`src/rtl/quad_enc_dec_pkg.sv`:
```
// Shared types and helpers for the quadrature encoder decoder.
package quad_enc_dec_pkg;

   typedef logic [1:0] phase_t;

   typedef enum logic {
      PRIME,
      TRACK
   } state_t;

   localparam logic DIR_CW  = 1'b0;
   localparam logic DIR_CCW = 1'b1;

   // Gray order {a,b}: 00,10,11,01 maps to phases 0,1,2,3
   function automatic phase_t ab2phase(input logic a, input logic b);
      phase_t ph;
      case ({a, b})
         2'b00:   ph = 2'd0;
         2'b10:   ph = 2'd1;
         2'b11:   ph = 2'd2;
         default: ph = 2'd3;
      endcase
      return ph;
   endfunction

endpackage

```
`src/rtl/quad_enc_dec_sync_nff.sv`:
```
// N-flop synchronizer for one asynchronous input, synchronous active-high reset.
module sync_nff #(
   parameter int unsigned STAGES = 2
) (
   input  logic clk,
   input  logic rst,
   input  logic d,
   output logic q
);

   logic [STAGES-1:0] ff;

   always_ff @(posedge clk) begin
      if (rst) begin
         ff <= '0;
      end else begin
         ff <= {ff[STAGES-2:0], d};
      end
   end

   assign q = ff[STAGES-1];

endmodule

```
`src/rtl/quad_enc_dec.sv`:
```
// x4 quadrature decoder: synchronizers, optional glitch filter (QUAD_ENC_DEC_FILTER_EN),
// PRIME/TRACK state machine and signed wrapping position counter.
module quad_enc_dec
   import quad_enc_dec_pkg::*;
#(
   parameter int CNT_W       = 16,
   parameter int SYNC_STAGES = 2,
   parameter int FILT_CYC    = 4
) (
   input  logic                    clk,
   input  logic                    rst,
   input  logic                    a,
   input  logic                    b,
   input  logic                    clr,
   output logic signed [CNT_W-1:0] pos,
   output logic                    step,
   output logic                    dir,
   output logic                    err
);

`ifdef QUAD_ENC_DEC_FILTER_EN
   localparam bit FILT_EN = 1'b1;
`else
   localparam bit FILT_EN = 1'b0;
`endif

   // Extra PRIME cycles let the filter see a settled synchronizer output
   localparam int unsigned PRIME_LEN = SYNC_STAGES + (FILT_EN ? FILT_CYC : 0);
   localparam int unsigned PW        = $clog2(PRIME_LEN + 1);

   logic          a_s;
   logic          b_s;
   logic [1:0]    ab_s;
   state_t        state;
   logic [PW-1:0] pcnt;
   logic          prime_done;
   phase_t        prev_phase;
   phase_t        sync_phase;
   phase_t        cur_phase;
   phase_t        delta;

   sync_nff #(.STAGES(SYNC_STAGES)) u_sync_a (
      .clk (clk),
      .rst (rst),
      .d   (a),
      .q   (a_s)
   );

   sync_nff #(.STAGES(SYNC_STAGES)) u_sync_b (
      .clk (clk),
      .rst (rst),
      .d   (b),
      .q   (b_s)
   );

   assign ab_s       = {a_s, b_s};
   assign sync_phase = ab2phase(a_s, b_s);
   assign prime_done = (state == PRIME) && (pcnt == PW'(PRIME_LEN));

`ifdef QUAD_ENC_DEC_FILTER_EN
   localparam int unsigned FW = $clog2(FILT_CYC + 1);

   logic [1:0]    filt;
   logic [FW-1:0] fcnt [2];

   // A channel's level moves only after FILT_CYC consecutive mismatching samples
   always_ff @(posedge clk) begin
      if (rst) begin
         filt <= '0;
         for (int unsigned i = 0; i < 2; i++) begin
            fcnt[i] <= '0;
         end
      end else if (prime_done) begin
         filt <= ab_s;
         for (int unsigned i = 0; i < 2; i++) begin
            fcnt[i] <= '0;
         end
      end else if (state == TRACK) begin
         for (int unsigned i = 0; i < 2; i++) begin
            if (ab_s[i] != filt[i]) begin
               if (fcnt[i] == FW'(FILT_CYC - 1)) begin
                  filt[i] <= ab_s[i];
                  fcnt[i] <= '0;
               end else begin
                  fcnt[i] <= fcnt[i] + FW'(1);
               end
            end else begin
               fcnt[i] <= '0;
            end
         end
      end
   end

   assign cur_phase = ab2phase(filt[1], filt[0]);
`else
   assign cur_phase = sync_phase;
`endif

   always_comb begin
      delta = cur_phase - prev_phase;
   end

   always_ff @(posedge clk) begin
      if (rst) begin
         state      <= PRIME;
         pcnt       <= '0;
         prev_phase <= '0;
         pos        <= '0;
         step       <= 1'b0;
         dir        <= DIR_CW;
         err        <= 1'b0;
      end else begin
         step <= 1'b0;
         err  <= 1'b0;
         case (state)
            PRIME: begin
               if (prime_done) begin
                  prev_phase <= sync_phase;
                  state      <= TRACK;
               end else begin
                  pcnt <= pcnt + PW'(1);
               end
            end
            TRACK: begin
               prev_phase <= cur_phase;
               case (delta)
                  2'd1: begin
                     pos  <= pos + CNT_W'(1);
                     dir  <= DIR_CW;
                     step <= 1'b1;
                  end
                  2'd3: begin
                     pos  <= pos - CNT_W'(1);
                     dir  <= DIR_CCW;
                     step <= 1'b1;
                  end
                  2'd2: begin
                     err <= 1'b1;
                  end
                  default: begin
                  end
               endcase
            end
            default: begin
               state <= PRIME;
            end
         endcase
         // Clear overrides the count but leaves step/dir reporting the transition
         if (clr) begin
            pos <= '0;
         end
      end
   end

endmodule

```
`config.mk`:
```
export PLATFORM = sky130hd
export DESIGN_NAME = quad_enc_dec
export DESIGN_NICKNAME = d
export VERILOG_FILES = /design/src/rtl/quad_enc_dec_pkg.sv /design/src/rtl/quad_enc_dec_sync_nff.sv /design/src/rtl/quad_enc_dec.sv
export SDC_FILE = /design/constraint.sdc
export NUM_CORES = 1
export LEC_CHECK = 0
export ABC_AREA = 1
export BUFFER_PORTS_ARGS = -buffer_cell sky130_fd_sc_hd__buf_4
export CAP_MARGIN = 20
export CORE_ASPECT_RATIO = 1.2
export CORE_MARGIN = 3
export CORE_UTILIZATION = 50
export DETAILED_ROUTE_END_ITERATION = 10
export PLACE_DENSITY_LB_ADDON = 0.05
export REMOVE_ABC_BUFFERS = 1
export SLEW_MARGIN = 15
export SYNTH_ARGS = -nofsm -noshare
export SYNTH_HDL_FRONTEND = slang
export SYNTH_HIERARCHICAL = 1
export SYNTH_SLANG_ARGS = --single-unit
```
`constraint.sdc`:
```
create_clock -name clk -period 2.9 [get_ports clk]
set_input_delay 0.58 -clock clk [delete_from_list [all_inputs] [get_ports clk]]
set_output_delay 0.58 -clock clk [all_outputs]
set_load 0.03 [all_outputs]
```
# [Word-level counts from Yosys, hierarchy flattened]
# Cells that the tools add are included.
[totals] ff_bits=28 output_inout_bits=19
[classes] mux=9 n_eq_ne=7 bitwise_logic=2 reduce_logical=8 addsub=4
[op_table] cell="16-bit case mux with 2 select lines" n=1
[op_table] cell="16-bit by 2-bit adder with 16-bit output, second input constant" n=1
[op_table] cell="16-bit by 2-bit subtractor with 16-bit output, second input constant" n=1
[op_table] cell="2-bit == test, second input constant" n=5
[op_table] cell="2-bit case mux with 3 select lines" n=1
[op_table] cell="2-bit OR reduction" n=3
[op_table] cell="1-bit two-way mux" n=4
[op_table] cell="2-bit case mux with 2 select lines" n=1
[op_table] cell="2-bit AND reduction" n=2
[op_table] cell="2-bit by 1-bit adder with 2-bit output, second input constant" n=1
[op_table] cell="2-bit by 1-bit == test with 1-bit output, second input constant" n=1
[op_table] cell="2-bit zero test" n=1
[op_table] cell="2-bit two-way mux" n=1
[op_table] cell="2-bit != test, second input constant" n=1
[op_table] cell="1-bit inverter" n=2
[op_table] cell="1-bit case mux with 2 select lines" n=1
[op_table] cell="2-bit nonzero test" n=1
[op_table] cell="2-bit subtractor" n=1
[op_table] cell="1-bit logical AND" n=1

# [Depth between registers and ports, before layout]
# Gate-level depths: netlist of the first run.
[depth] word_depth=6 ltp_mapped=23

# [Modules after synthesis]
# Netlist of the first run, hierarchy kept.
[modules_own_cells] mod="quad_enc_dec" area_per_inst_um2=1914.3 seq_area_each_um2=480.5 cells_each=292 n_inst=1
[modules_own_cells] mod="sync_nff" area_per_inst_um2=55.1 seq_area_each_um2=40.0 cells_each=6 n_inst=2

# [Worst setup path before layout of the first run]
# Ideal clock, no wire load.
[synth_path] path_type="register -> register" from="register u_sync_a.ff[1]" to="register pos[8]" path_stages_with_launch=22 path_buffers=1 setup_slack_ps=492 setup_ps=113 arrival_time_ps=2295 synth_period_minus_slack_ps=2408 cell_sequence="dfxtp_1 -> inv_1 -> ha_1 -> ha_1 -> nand2_1 -> nand3_2 -> nand3_4 -> buf_12 -> nand2_2 -> nand2_1 -> inv_1 -> ha_1 -> inv_1 -> nand2_1 -> nand2_1 -> nand2_1 -> nand2_1 -> nand2_1 -> nand2_1 -> nand2_1 -> o21ai_1 -> inv_1"
[synth_via] elab_chain_cells=6 elab_cells_between_ends=10 classes_between="1 x add/sub; 4 x eq/ne; 2 x mux; 3 x reduce/logical"
[synth_rtl] element="start: declaration" line="quad_enc_dec_sync_nff.sv:11" text="logic [STAGES-1:0] ff;"
[synth_rtl] element="start signal: assignment" line="quad_enc_dec_sync_nff.sv:17" text="ff <= {ff[STAGES-2:0], d};"
[synth_rtl] element="2-bit == test / 2-bit zero test (equally long branches)" line="quad_enc_dec_pkg.sv:17" text="case ({a, b})"
[synth_rtl] element="2-bit case mux with 3 select lines (*)" line="quad_enc_dec_pkg.sv:17"
[synth_rtl] element="2-bit subtractor (*)" line="quad_enc_dec.sv:100" text="delta = cur_phase - prev_phase;"
[synth_rtl] element="2-bit == test / 2-bit by 1-bit == test with 1-bit output (equally long branches)" line="quad_enc_dec.sv:126" text="case (delta)"
[synth_rtl] element="2-bit nonzero test (no source line)"
[synth_rtl] element="2-bit AND reduction (no source line)"
[synth_rtl] element="end signal: assignment" line="quad_enc_dec.sv:128" text="pos <= pos + CNT_W'(1);"
[synth_rtl] element="end signal: assignment" line="quad_enc_dec.sv:133" text="pos <= pos - CNT_W'(1);"
[synth_rtl] element="end: declaration" line="quad_enc_dec.sv:15" text="output logic signed [CNT_W-1:0] pos,"
# Every way passes the cells marked *; elsewhere a longest branch is shown, timed or not.
# A chain may end at the register's enable or synchronous reset.

# [Worst setup path after layout of the first run]
[layout_path] from="register u_sync_a.ff[1]" to="register pos[13]"
# Same word-level chain as after synthesis.

==> reports/metrics.cfg, run 1 <==
[outcome]
status = finished clean

[route]
drc = 0
wl_um = 4729
ant_nets = 0
drt_pre_antenna_iters = 4
vias = 1947
vias_per_cell = 5.057
drt_iter0_markers = 82
avgRoutedWirePerCell_um = 12.28

[timing]
finalCriticalPeriod_ns = 2.674
worst_slew_margin_rel_pct = 56.67
fmaxAchievable_mhz = 374.0
post-route-period-util_pct = 92.20
slew_viol_final = 0
skew_ns = 0.004729
fin_hold_ws_ns = 0.4108
fin_setup_tns_ns = 0
worst_pin_slew_ns = 0.6416
finalHoldViolCount = 0
setup_viol = 0

[cts]
clock_tree.buffer_depth = 2
clock_sinks = 28
cts_buffers = 3
insertion_delay_ns = 0.28
htreeDepth = 1
clock-root-buffer = clkbuf_8
cts_tree = done
clkTransAtPathRegs_ns = 0.10

[final_layout]
syn_to_final_growth_pct = 15.82
fin_util_pct = 62.47
ff_latch_area_um2 = 560.5
instances_no_fill = 385
multi_input_area_um2 = 1191
final_layout_size_suffix_gt1_share_pct = 22.22
n_fill_cell = 367
antenna_cells = 0
final_net_count = 344

[logic_synthesis]
synthDistinctLibCells = 29
synth_most_common_cell = nand2_1
synth_edf_count = 0
synth_area_leaders = dfxtp_1 (28%), nand2_1 (11%), inv_1 (10%)
synth.top_cell.area_share_pct = 27.69
synthesis.area_um2 = 2024
syn_inst = 304
ys_ff_latch = 28
yosys.area.top_type = dfxtp_1
ys.flop_type = dfxtp_1
seq_area_frac_synth_pct = 27.69
avgSynthCellArea_um2 = 6.659
yosys_warnings = 6
synth_common_cells = nand2_1 (57), inv_1 (55), dfxtp_1 (28)
synthArstFlopShare_pct = 0

[worst_setup_path]
reg2reg_to = pos[13]
r2r_start = u_sync_a/ff[1]
path_max_fanout = 8
worstPathRequired_ns = 3.09
path_common_cell = nand2_1
slowest_delay_ns = 0.34
cpMaxStageDelayCell = dfxtp_1
cp.arrival_ns = 2.86
r2r_cells = 19
path_buf_inv = 4
crit_cells = 19
worstSetupStartpointType = flop
critPathTopFamily = simple AND/OR/NAND/NOR gates
crit_chain = inv_1 > ha_1 > ha_1 > nand2_1 > nand2_2 > nand2_8 > nand3_4 > buf_4 > buf_4 > nand2_1 > nand2_1 > nor2_2 > nand2_1 > nor2_1 > nand2_1 > nand3b_1 > nand3_1 > nand2_1 > inv_1
r2r_slack_ns = 0.23
critPathLaunch = u_sync_a/ff[1]
cp-end-kind = flop
path_class = flop to flop
cp-endpoint = pos[13]

[floorplanning]
dieArea_um2 = 4852
die_h_um = 75.71
fp.dieW_um = 64.09
io_pins = 24
placementRows = 24
design.core.area_um2 = 3754
initial_utilization_pct = 53.93

[global_routing]
track_usage_pct = 20.84
grt_overflow = 0
grt_pass1_vias = 1794
grt_pass1_wl_um = 7983
grt_max_degree = 22
antenna_found_initial = 0

[power_and_ir_drop]
finalPower_uw = 1442
power_density_nw_per_um2 = 615.0
peakVddDrop_uv = 257.6
leakagePower_uw = 0.001173

[placed_design]
dpl.cell_count = 377
dp_hpwl_um = 3498
io_buffers = 23
place_congestion = 0.8819

[hold_path]
hp-class = flop to flop

[flow_run]
cap_violations = 0

[worst min path at each step]
stage                   start             end  slack, ns  depth (start not counted)
6_report       u_sync_a/ff[0]  u_sync_a/ff[1]       0.41                          2
5_1_grt        u_sync_b/ff[0]  u_sync_b/ff[1]       0.43                          2
4_1_cts        u_sync_b/ff[0]  u_sync_b/ff[1]       0.41                          2
3_5_place_dp   u_sync_b/ff[0]  u_sync_b/ff[1]       0.40                          2
3_3_place_gp   u_sync_b/ff[0]  u_sync_b/ff[1]       0.39                          2
2_1_floorplan  u_sync_a/ff[0]  u_sync_a/ff[1]       0.39                          2
[cell families (layout without fill, tap and decap cells)]
kind of cell	count (synthesis)	after routing	synth area share [%]
AO/OA/AOI/OAI	52	52	14.96
XOR/XNOR	7	7	3.028
flip-flops	28	28	27.69
buffers and inverters	68	97	13.91
adder cells (fa/ha/maj)	5	5	3.090
AND/OR/NAND/NOR	144	144	37.33
[layout make-up]
cell class / count / share of cell area (%)
Clock buffer: 4 / 2.348
Inverter: 60 / 9.605
Multi-Input combinational cell: 208 / 50.80
Sequential cell: 28 / 23.91
Tap cell: 52 / 2.775
Timing Repair Buffer: 33 / 10.57
[power by group]
| part | internal, uW | switching (uW) | leakage (uW) | total (uW) |
|---|---|---|---|---|
| Combinational | 243 | 484 | 0.000917 | 728 |
| Sequential | 430 | 35.3 | 0.000228 | 466 |
| Clock | 122 | 127 | 0.0000288 | 249 |
[placed cells by master, fill, tap and decap left out]
master	netlist	layout
a21oi_1	19	19
a21oi_2	1	1
a31oi_1	1	1
buf_4	2	33
clkbuf_8	0	4
clkinv_1	1	1
dfxtp_1	28	28
ha_1	5	5
inv_1	55	54
inv_2	4	5
nand2_1	57	57
nand2_2	10	10
nand2_4	10	9
nand2_8	0	1
nand3_1	13	13
nand3_2	2	2
nand3_4	1	1
nand3b_1	2	2
nand4_1	13	13
nor2_1	27	27
nor2_2	6	6
nor2_4	2	2
nor4_1	1	1
o21ai_0	18	18
o21ai_1	3	3
o41ai_1	10	10
xnor2_1	5	5
xor2_1	2	2
[per-stage QoR]
step                worst slack, ns  instance area, um^2
floorplan                 -0.004611                 1968
global placement             0.3042                 2251
detailed placement           0.2466                 2251
CTS                          0.1853                 2306
global route               -0.02534                 2345
finish                       0.2261                 2345
[sequential cells by signal, indices dropped and copies added, names as in the netlist]
name and count:
pos 16, pcnt 2, prev_phase 2, u_sync_a/ff 2, u_sync_b/ff 2, dir 1
err 1, state 1, step 1
[routing by layer]
metal | up-vias | global-route usage (%) | wire, um
li1 | 1039 | - | -
met1 | 868 | 24.14 | 2094
met2 | 36 | 39.61 | 2422
met3 | 4 | 2.065 | 172
met4 | 0 | 8.153 | 39
met5 | - | 0 | 0
[worst register-to-register path: cells and delay by family (launching register included)]
kind / cells / cell delay, ns
simple gates: 13 / 1.30
fa+ha+maj: 2 / 0.50
flops: 1 / 0.34
buf+inv: 4 / 0.45
[repair_timing]
item | 4_1_cts | 5_1_grt
gates resized for setup | 0 | 2
buffers inserted | 0 | 4
hold buffers | 0 | 0
setup endpoints to repair | 0 | 4
(Power assumes the default switching activity.)
==> inputs of run 2 (changes only) <==
- PLACE_DENSITY: default -> 0.7
- PLACE_DENSITY_LB_ADDON: 0.05 -> default
==> run 2 against run 1 <==
Compared with the run above: setup slack improved by 0.088 ns; register-to-register slack better by 0.09 ns; via count did not move; cell area shrank 0.64%; critical path depth increased by 3; highest routed layer unchanged; final cell count shrank 0.52%; die area unchanged.
==> reports/metrics.cfg, run 2 (same netlist as run 1, synthesis figures left out) <==
[placed_design]
dp_hpwl_um = 3526
io_buffers = 23
place_ws_ns = 0.2483
dpl.cell_count = 377
place_congestion = 0.9173

[global_routing]
track_usage_pct = 20.61
grt_overflow = 0
grt_pass1_vias = 1816
antenna_found_initial = 0
grt_pass1_wl_um = 8059
grt_max_degree = 22

[final_layout]
instances_no_fill = 383
final_common_cell = nand2_1
final_layout_size_suffix_gt1_share_pct = 21.45
n_fill_cell = 363
syn_to_final_growth_pct = 15.08
most-common-layout-cells = nand2_1 (57), inv_1 (55), buf_4 (31)
regMostFlops = pos
ff_latch_area_um2 = 560.5
largest_reg_flops = 16
final_net_count = 342
multi_input_area_um2 = 1191
fin_util_pct = 62.07
antenna_cells = 0

[power_and_ir_drop]
peakVddDrop_uv = 207.5
switching_power_uw = 644.8
swShare_pct = 44.82
finalPower_uw = 1439
clkPwrFrac_pct = 17.5
leakagePower_uw = 0.001167
intPower_uw = 794.0
power_density_nw_per_um2 = 617.6
p_seq_share_pct = 32.3
p_comb_share_pct = 50.2

[hold_path]
hp-class = flop to flop
hold_depth = 2

[timing]
finalCriticalPeriod_ns = 2.586
rsz0062_at_grt = false
skew_ns = 0.005237
fin_hold_ws_ns = 0.4166
fmaxAchievable_mhz = 386.7
timing.final.ws_setup_ns = 0.3142
setup_viol = 0
slew_viol_final = 0
post-route-period-util_pct = 89.17
worst_pin_slew_ns = 0.6949
worst_slew_margin_rel_pct = 53.07
finalHoldViolCount = 0

[cts]
clock_tree.buffer_depth = 2
clkTransAtPathRegs_ns = 0.10
clock_sinks = 28
htreeDepth = 1
clock-root-buffer = clkbuf_8
cts_buffers = 3
cts_tree = done
insertion_delay_ns = 0.28

[floorplanning]
dieArea_um2 = 4852
initial_utilization_pct = 53.93
die_h_um = 75.71
design.core.area_um2 = 3754
fp.dieW_um = 64.09
placementRows = 24
io_pins = 24

[route]
avgRoutedWirePerCell_um = 12.14
drt_iter0_markers = 112
drt_pre_antenna_iters = 4
ant_nets = 0
vias_per_cell = 5.084
vias = 1947
drc = 0
wl_um = 4648

[worst_setup_path]
path_max_fanout = 15
path_class = flop to flop
worstSetupStartpointType = flop
worstPathRequired_ns = 3.09
r2r_cells = 22
cp-end-kind = flop
cp.arrival_ns = 2.77

[outcome]
status = finished clean

[flow_run]
cap_violations = 0

## run 2: metal layers
metal,global-route usage [%],up-vias,wire [um]
li1,-,1031,-
met1,24.93,876,2137
met2,38.35,35,2326
met3,2.802,5,141
met4,5.755,0,42
met5,0,-,0
## run 2: cell type report
type / instances / area share, %
tap: 52 / 2.793
clock buffer: 4 / 2.363
inverter: 60 / 9.667
timing repair buffer: 31 / 9.989
sequential: 28 / 24.06
multi-input combinational: 208 / 51.13
## run 2: path summary, 6_finish.rpt
path | from | to | slack (ns)
setup / recovery | u_sync_a/ff[1] | pos[8] | 0.31
setup reg to reg | u_sync_a/ff[1] | pos[8] | 0.31
hold / removal | u_sync_b/ff[0] | u_sync_b/ff[1] | 0.42
hold reg to reg | u_sync_b/ff[0] | u_sync_b/ff[1] | 0.42
## run 2: worst max-delay path: stages (launching register included)
cell     delay [ns]
dfxtp_1        0.35
inv_1          0.05
ha_1           0.30
ha_1           0.20
nand2_1        0.11
nand2_2        0.10
nand2_8        0.12
nand3_4        0.13
inv_1          0.09
nand2_1        0.06
nand2_1        0.06
inv_1          0.04
ha_1           0.16
inv_1          0.04
nand2_1        0.08
nand2_1        0.08
nand2_1        0.09
nand2_1        0.08
nand2_1        0.06
nand2_1        0.07
nand2_1        0.04
o21ai_1        0.11
inv_1          0.04
## run 2: per-stage QoR
step	setup TNS, ns	area (um^2)
after floorplan	-0.004611	1968
after global placement	0	2251
after detailed placement	0	2251
after CTS	0	2306
after global routing	0	2330
final	0	2330
## run 2: timing repair
item,in CTS,in global routing
hold endpoints to repair,0,0
buffers inserted,0,2
setup endpoints to repair,0,4
resized for setup,0,1
hold buffers,0,0
## run 2: power by group through the flow
stage | Sequential, uW | Clock, uW | Combinational (uW)
floorplan | 496 | 0 | 485
global placement | 473 | 0 | 690
detailed placement | 474 | 0 | 696
CTS | 465 | 256 | 701
global route | 471 | 268 | 801
finish | 465 | 252 | 722
